### src/rtl/v_issue_ctrl.sv
// In-order single-issue sequencer for the vector coprocessor: buffers instructions,
// starts one execution unit per head instruction, waits for completion, then writes back.
module v_issue_ctrl #(
  parameter int unsigned DEPTH    = 4,
  parameter int unsigned SLDU_LAT = 2,
  parameter int unsigned TIMEOUT  = 255
) (
  input  logic        clk,
  input  logic        nrst,
  input  logic        instr_valid,
  input  logic [31:0] instr,
  output logic        instr_ready,
  output logic [31:0] issue_instr,
  input  logic [2:0]  dec_unit,
  input  logic        dec_x_dest,
  output logic        start_lanes,
  output logic        start_red,
  output logic        start_sldu,
  output logic        start_lsu,
  input  logic        done_lanes,
  input  logic        done_red,
  input  logic        done_lsu,
  output logic        cfg_wr_en,
  output logic        v_reg_wr_en,
  output logic        x_reg_wr_en,
  output logic        busy,
  output logic        illegal,
  output logic        err_timeout
);

  localparam int unsigned PW = $clog2(DEPTH);
  localparam int unsigned CW = PW + 1;
  localparam int unsigned TW = $clog2(TIMEOUT + 1);
  localparam int unsigned SW = $clog2(SLDU_LAT + 1);

  localparam logic [2:0] U_CFG  = 3'd0;
  localparam logic [2:0] U_ALU  = 3'd1;
  localparam logic [2:0] U_MUL  = 3'd2;
  localparam logic [2:0] U_RED  = 3'd3;
  localparam logic [2:0] U_SLDU = 3'd4;
  localparam logic [2:0] U_LSU  = 3'd5;

  typedef enum logic [1:0] {
    S_IDLE,
    S_DISPATCH,
    S_WAIT,
    S_WB
  } state_e;

  state_e        state_q, state_d;
  logic [2:0]    unit_q, unit_d;
  logic          xdest_q, xdest_d;
  logic [PW-1:0] rd_ptr_q, rd_ptr_d;
  logic [PW-1:0] wr_ptr_q, wr_ptr_d;
  logic [CW-1:0] cnt_q, cnt_d;
  logic [TW-1:0] tmo_q, tmo_d;
  logic [SW-1:0] sld_q, sld_d;

  logic start_lanes_q, start_lanes_d;
  logic start_red_q, start_red_d;
  logic start_sldu_q, start_sldu_d;
  logic start_lsu_q, start_lsu_d;
  logic cfg_wr_en_q, cfg_wr_en_d;
  logic v_reg_wr_en_q, v_reg_wr_en_d;
  logic x_reg_wr_en_q, x_reg_wr_en_d;
  logic illegal_q, illegal_d;
  logic err_timeout_q, err_timeout_d;

  logic [31:0] mem_q [DEPTH];

  logic empty, full, push, pop, unit_done;

  assign empty = (cnt_q == '0);
  assign full  = (cnt_q == CW'(DEPTH));
  // Gated by nrst so the port reads 0 while reset is held, 1 as soon as it lifts.
  assign instr_ready = nrst && !full;
  assign push        = instr_valid && instr_ready;
  assign issue_instr = empty ? '0 : mem_q[rd_ptr_q];
  assign busy        = !empty || (state_q != S_IDLE);

  // NOTE: every variable gets a default at the top so no path leaves it unassigned (no latch).
  always_comb begin
    state_d       = state_q;
    unit_d        = unit_q;
    xdest_d       = xdest_q;
    tmo_d         = tmo_q;
    sld_d         = sld_q;
    err_timeout_d = err_timeout_q;
    start_lanes_d = 1'b0;
    start_red_d   = 1'b0;
    start_sldu_d  = 1'b0;
    start_lsu_d   = 1'b0;
    cfg_wr_en_d   = 1'b0;
    v_reg_wr_en_d = 1'b0;
    x_reg_wr_en_d = 1'b0;
    illegal_d     = 1'b0;
    pop           = 1'b0;
    unit_done     = 1'b0;

    case (state_q)
      S_IDLE: begin
        if (!empty) state_d = S_DISPATCH;
      end
      S_DISPATCH: begin
        unit_d  = dec_unit;
        xdest_d = dec_x_dest;
        tmo_d   = '0;
        state_d = S_WAIT;
        case (dec_unit)
          U_CFG: begin
            cfg_wr_en_d = 1'b1;
            pop         = 1'b1;
            state_d     = S_IDLE;
          end
          U_ALU, U_MUL: start_lanes_d = 1'b1;
          U_RED:        start_red_d   = 1'b1;
          U_SLDU: begin
            start_sldu_d = 1'b1;
            sld_d        = SW'(SLDU_LAT);
          end
          U_LSU:        start_lsu_d   = 1'b1;
          default: begin
            illegal_d = 1'b1;
            pop       = 1'b1;
            state_d   = S_IDLE;
          end
        endcase
      end
      S_WAIT: begin
        case (unit_q)
          U_ALU, U_MUL: unit_done = done_lanes;
          U_RED:        unit_done = done_red;
          U_LSU:        unit_done = done_lsu;
          U_SLDU: begin
            unit_done = (sld_q == SW'(1));
            if (sld_q != '0) sld_d = sld_q - SW'(1);
          end
          default:      unit_done = 1'b0;
        endcase
        if (unit_done) begin
          state_d = S_WB;
        end else if (tmo_q == TW'(TIMEOUT - 1)) begin
          // This cycle is the TIMEOUT-th wait: abandon the instruction without writeback.
          err_timeout_d = 1'b1;
          pop           = 1'b1;
          state_d       = S_IDLE;
        end else begin
          tmo_d = tmo_q + TW'(1);
        end
      end
      S_WB: begin
        if (xdest_q) x_reg_wr_en_d = 1'b1;
        else         v_reg_wr_en_d = 1'b1;
        pop     = 1'b1;
        state_d = S_IDLE;
      end
      default: state_d = S_IDLE;
    endcase

    rd_ptr_d = pop  ? rd_ptr_q + PW'(1) : rd_ptr_q;
    wr_ptr_d = push ? wr_ptr_q + PW'(1) : wr_ptr_q;
    case ({push, pop})
      2'b10:   cnt_d = cnt_q + CW'(1);
      2'b01:   cnt_d = cnt_q - CW'(1);
      default: cnt_d = cnt_q;
    endcase
  end

  // NOTE: sequential state uses non-blocking assignments so all flops update together.
  always_ff @(posedge clk or negedge nrst) begin
    if (!nrst) begin
      state_q       <= S_IDLE;
      unit_q        <= '0;
      xdest_q       <= 1'b0;
      rd_ptr_q      <= '0;
      wr_ptr_q      <= '0;
      cnt_q         <= '0;
      tmo_q         <= '0;
      sld_q         <= '0;
      start_lanes_q <= 1'b0;
      start_red_q   <= 1'b0;
      start_sldu_q  <= 1'b0;
      start_lsu_q   <= 1'b0;
      cfg_wr_en_q   <= 1'b0;
      v_reg_wr_en_q <= 1'b0;
      x_reg_wr_en_q <= 1'b0;
      illegal_q     <= 1'b0;
      err_timeout_q <= 1'b0;
    end else begin
      state_q       <= state_d;
      unit_q        <= unit_d;
      xdest_q       <= xdest_d;
      rd_ptr_q      <= rd_ptr_d;
      wr_ptr_q      <= wr_ptr_d;
      cnt_q         <= cnt_d;
      tmo_q         <= tmo_d;
      sld_q         <= sld_d;
      start_lanes_q <= start_lanes_d;
      start_red_q   <= start_red_d;
      start_sldu_q  <= start_sldu_d;
      start_lsu_q   <= start_lsu_d;
      cfg_wr_en_q   <= cfg_wr_en_d;
      v_reg_wr_en_q <= v_reg_wr_en_d;
      x_reg_wr_en_q <= x_reg_wr_en_d;
      illegal_q     <= illegal_d;
      err_timeout_q <= err_timeout_d;
    end
  end

  // NOTE: FIFO storage has no reset; entries are only visible through count, which is reset.
  always_ff @(posedge clk) begin
    if (push) mem_q[wr_ptr_q] <= instr;
  end

  assign start_lanes = start_lanes_q;
  assign start_red   = start_red_q;
  assign start_sldu  = start_sldu_q;
  assign start_lsu   = start_lsu_q;
  assign cfg_wr_en   = cfg_wr_en_q;
  assign v_reg_wr_en = v_reg_wr_en_q;
  assign x_reg_wr_en = x_reg_wr_en_q;
  assign illegal     = illegal_q;
  assign err_timeout = err_timeout_q;

endmodule

### config.mk
export PLATFORM = sky130hd
export DESIGN_NAME = v_issue_ctrl
export DESIGN_NICKNAME = d
export VERILOG_FILES = /design/src/rtl/v_issue_ctrl.sv
export SDC_FILE = /design/constraint.sdc
export NUM_CORES = 1
export LEC_CHECK = 0
export CORE_ASPECT_RATIO = 0.7
export CORE_UTILIZATION = 33
export DETAILED_ROUTE_END_ITERATION = 10
export PLACE_DENSITY = 0.59
export SKIP_CTS_REPAIR_TIMING = 1
export SLEW_MARGIN = 30
export SYNTH_ARGS = -nofsm -noshare
export SYNTH_HDL_FRONTEND = slang
export SYNTH_SLANG_ARGS = --single-unit
### constraint.sdc
create_clock -name clk -period 4.4 [get_ports clk]
set_input_delay 0.88 -clock clk [delete_from_list [all_inputs] [get_ports clk]]
set_output_delay 0.88 -clock clk [all_outputs]
set_load 0.1 [all_outputs]
==> results by group <==
Yosys
  • Netlist cell types: 48
  • Async SR Flop Fraction: 20.00%
  • Largest area contributor in the netlist: edfxtp_1
  • Seq/Total Area, Yosys: 69.85%
  • Post-synthesis cell area: 6649 sq um
  • Count of flip-flops with a built-in enable after synthesis: 128
  • Top_reg_cell synth: edfxtp_1
  • Yosys reg bits: 160
  • Synth area leaders: edfxtp_1, dfrtp_1, mux4_2, nor2b_1, ha_1
  • Avg Inst Size Synth: 17.09 sq um
  • Ys Warns: 0
  • Top cell type's share of synthesized area: 57.81%
  • Syn nets: 446
  • Synthesized instance count: 389

GRT
  • First-pass GRT wire length: 20.80 mm
  • GR Overflow Total: 0
  • Vias in the first global route: 3734
  • Initial antenna violation count: 0
  • Tot GR Track Use: 13.86%
  • Largest net degree at the start of global routing: 34

Route
  • Routed via count: 3612
  • # DRC: 0
  • DR WL/cell: 17.53 um
  • Total wire length: 13.29 mm
  • Drt first pass iters: 6
  • DRT iter0 DRCs: 236
  • Post-route ant nets: 0
  • Via density: 4.765

Worst setup path
  • R2R Setup Slk: 1.51 ns
  • CP Cell Sequence: buf_12 -> mux4_2 -> nor2b_1 -> buf_4
  • Critical Path AT: 2.38 ns
  • Worst setup SP type: flop
  • WP buf/inv: 2
  • Crit path kind: reg -> out
  • Worst r2r src: tmo_q[2]
  • Endpoint type of the worst setup path: output pin
  • Worst path max stage delay: 0.74 ns
  • Max Fanout on Critical Path: 19
  • R2R cell count: 10
  • Critical R2R Capture: cnt_q[2]
  • CP delay by family, top: flip-flops
  • Slowest cell on crit path: dfrtp_2
  • Data required, critical path: 3.52 ns

Worst hold path
  • Worst Hold Class: reg -> reg
  • Hold_sp: xdest_q
  • Min-Delay Endpoint: v_reg_wr_en
  • Hold Path Depth: 1

Status
  • Run status: complete, no violations

Run
  • Max-capacitance violation count: 0

Placed design
  • Post-DP HPWL: 8.241 mm
  • Final GP Congestion: 0.7517
  • Port Buffers: 84

Floorplanning
  • I/O pins: 85
  • Core area: 19750 sq um
  • Starting density of the core: 33.67%
  • Die footprint: 20730 sq um
  • # rows: 43
  • Width of the die: 171.7 um
  • Die height: 120.8 um

Finish
  • Ratio of cells with drive above 1 in the final layout: 22.75%
  • Inserted Diodes: 0
  • Nets: 533
  • P&R area growth vs syn: 24.01%

Clocking
  • # clock sinks: 160
  • CTS buffer count: 17
  • Clk pin slew, worst setup/hold paths: 0.06 ns
  • Worst-Skew Late Latency: 0.41 ns
  • H-tree depth: 4
  • Root Driver: clkbuf_16
  • CTS tree: yes
  • Bufs on Longest Clock Path: 2

Timing
  • Period utilisation layout: 74.11%
  • Max Transition Viols Final: 0
  • Worst-Margin Slew: 0.9995 ns
  • Max_slew headroom: 33.16%
  • Max Clk Rate: 306.7 MHz
  • Setup TNS: 0 ns
  • Min cycle time layout: 3.261 ns
  • Final Hold Fails: 0
  • RSZ-0062 raised after global routing: false
  • Worst Skew: 0.01059 ns
  • Final setup violation count: 0
  • Hold_ws: 0.4337 ns
-- registers in the layout, summed over array words and instances (netlist names) --
name / flops
cfg_wr_en: 1
tmo_q: 8
start_lsu: 1
sld_q: 2
illegal: 1
start_sldu: 1
unit_q: 3
x_reg_wr_en: 1
cnt_q: 3
v_reg_wr_en: 1
mem_q: 128
wr_ptr_q: 2
start_lanes: 1
state_q: 2
err_timeout: 1
rd_ptr_q: 2
xdest_q: 1
start_red: 1
-- logic make-up after synthesis --
logic type	count (synthesis)	synth area share (%)
compound gates	32	3.501
xor+xnor	8	1.054
fa+ha+maj	15	2.936
buf+inv	34	2.051
flops	160	69.85
mux	38	11.89
simple gates	102	8.713
-- layout make-up --
type	count	area, sq um
fillers	1790	11500
flip-flops and latches	160	4647
multi-input cells	195	1882
repair buffers	87	805.8
clock buffers	18	429.2
well taps	270	337.8
clock inverters	13	87.58
inverters	15	56.30
-- through the flow --
| step | setup WS [ns] | area, sq um | instances | util [%] |
|---|---|---|---|---|
| final | 1.139 | 8245 | 758 | 41.76 |
| after detailed placement | 1.036 | 7725 | 727 | 39.12 |
| after CTS | 1.052 | 8242 | 758 | 41.74 |
| after global placement | 1.166 | 7725 | 727 | 39.12 |
| after global routing | 0.9670 | 8245 | 758 | 41.76 |
| after floorplan | 0.4070 | 6649 | 389 | - |
-- Yosys cell counts (7+ instances only) --
| master | number |
|---|---|
| ha_1 | 14 |
| inv_1 | 15 |
| dfrtp_1 | 32 |
| edfxtp_1 | 128 |
| mux4_2 | 32 |
| nand2_1 | 15 |
| clkbuf_1 | 14 |
| and3_1 | 7 |
| nor3_1 | 7 |
| nor2_1 | 9 |
| nor2b_1 | 37 |
-- routing by layer --
layer | part of all wire (%) | up-vias | GRT usage, %
li1 | - | 1670 | -
met3 | 4.1 | 11 | 4.190
met2 | 46 | 67 | 20.22
met4 | 1.0 | 0 | 4.799
met5 | 0 | - | 0
met1 | 49 | 1864 | 19.53
-- placed cells by master (no fill, tap or decap), drive strengths merged, types with 4 or more instances in the layout --
| master | n |
|---|---|
| edfxtp | 128 |
| clkdlybuf4s50 | 51 |
| nor2b | 37 |
| buf | 36 |
| mux4 | 32 |
| dfrtp | 32 |
| inv | 19 |
| clkbuf | 18 |
| nand2 | 15 |
| ha | 14 |
| nor2 | 9 |
| nor3 | 7 |
| a21oi | 7 |
| o21ai | 7 |
| nand3 | 7 |
| and3 | 7 |
| clkinv | 6 |
| xor2 | 5 |
| mux2 | 5 |
| nand2b | 4 |
-- worst max path at each step --
stage	startpoint	endpoint	slack, ns	cells past startpoint
2_1_floorplan	nrst	mem_q[0][0]	0.41	3
3_3_place_gp	done_red	cnt_q[2]	1.17	11
3_5_place_dp	dec_unit[2]	cnt_q[2]	1.04	11
4_1_cts	rd_ptr_q[0]	issue_instr[1]	1.05	4
5_1_grt	rd_ptr_q[0]	issue_instr[1]	0.97	4
6_report	rd_ptr_q[0]	issue_instr[1]	1.14	4
Power is not shown: default switching activity piles up to over one toggle a cycle in this logic, so the estimate is an artifact.
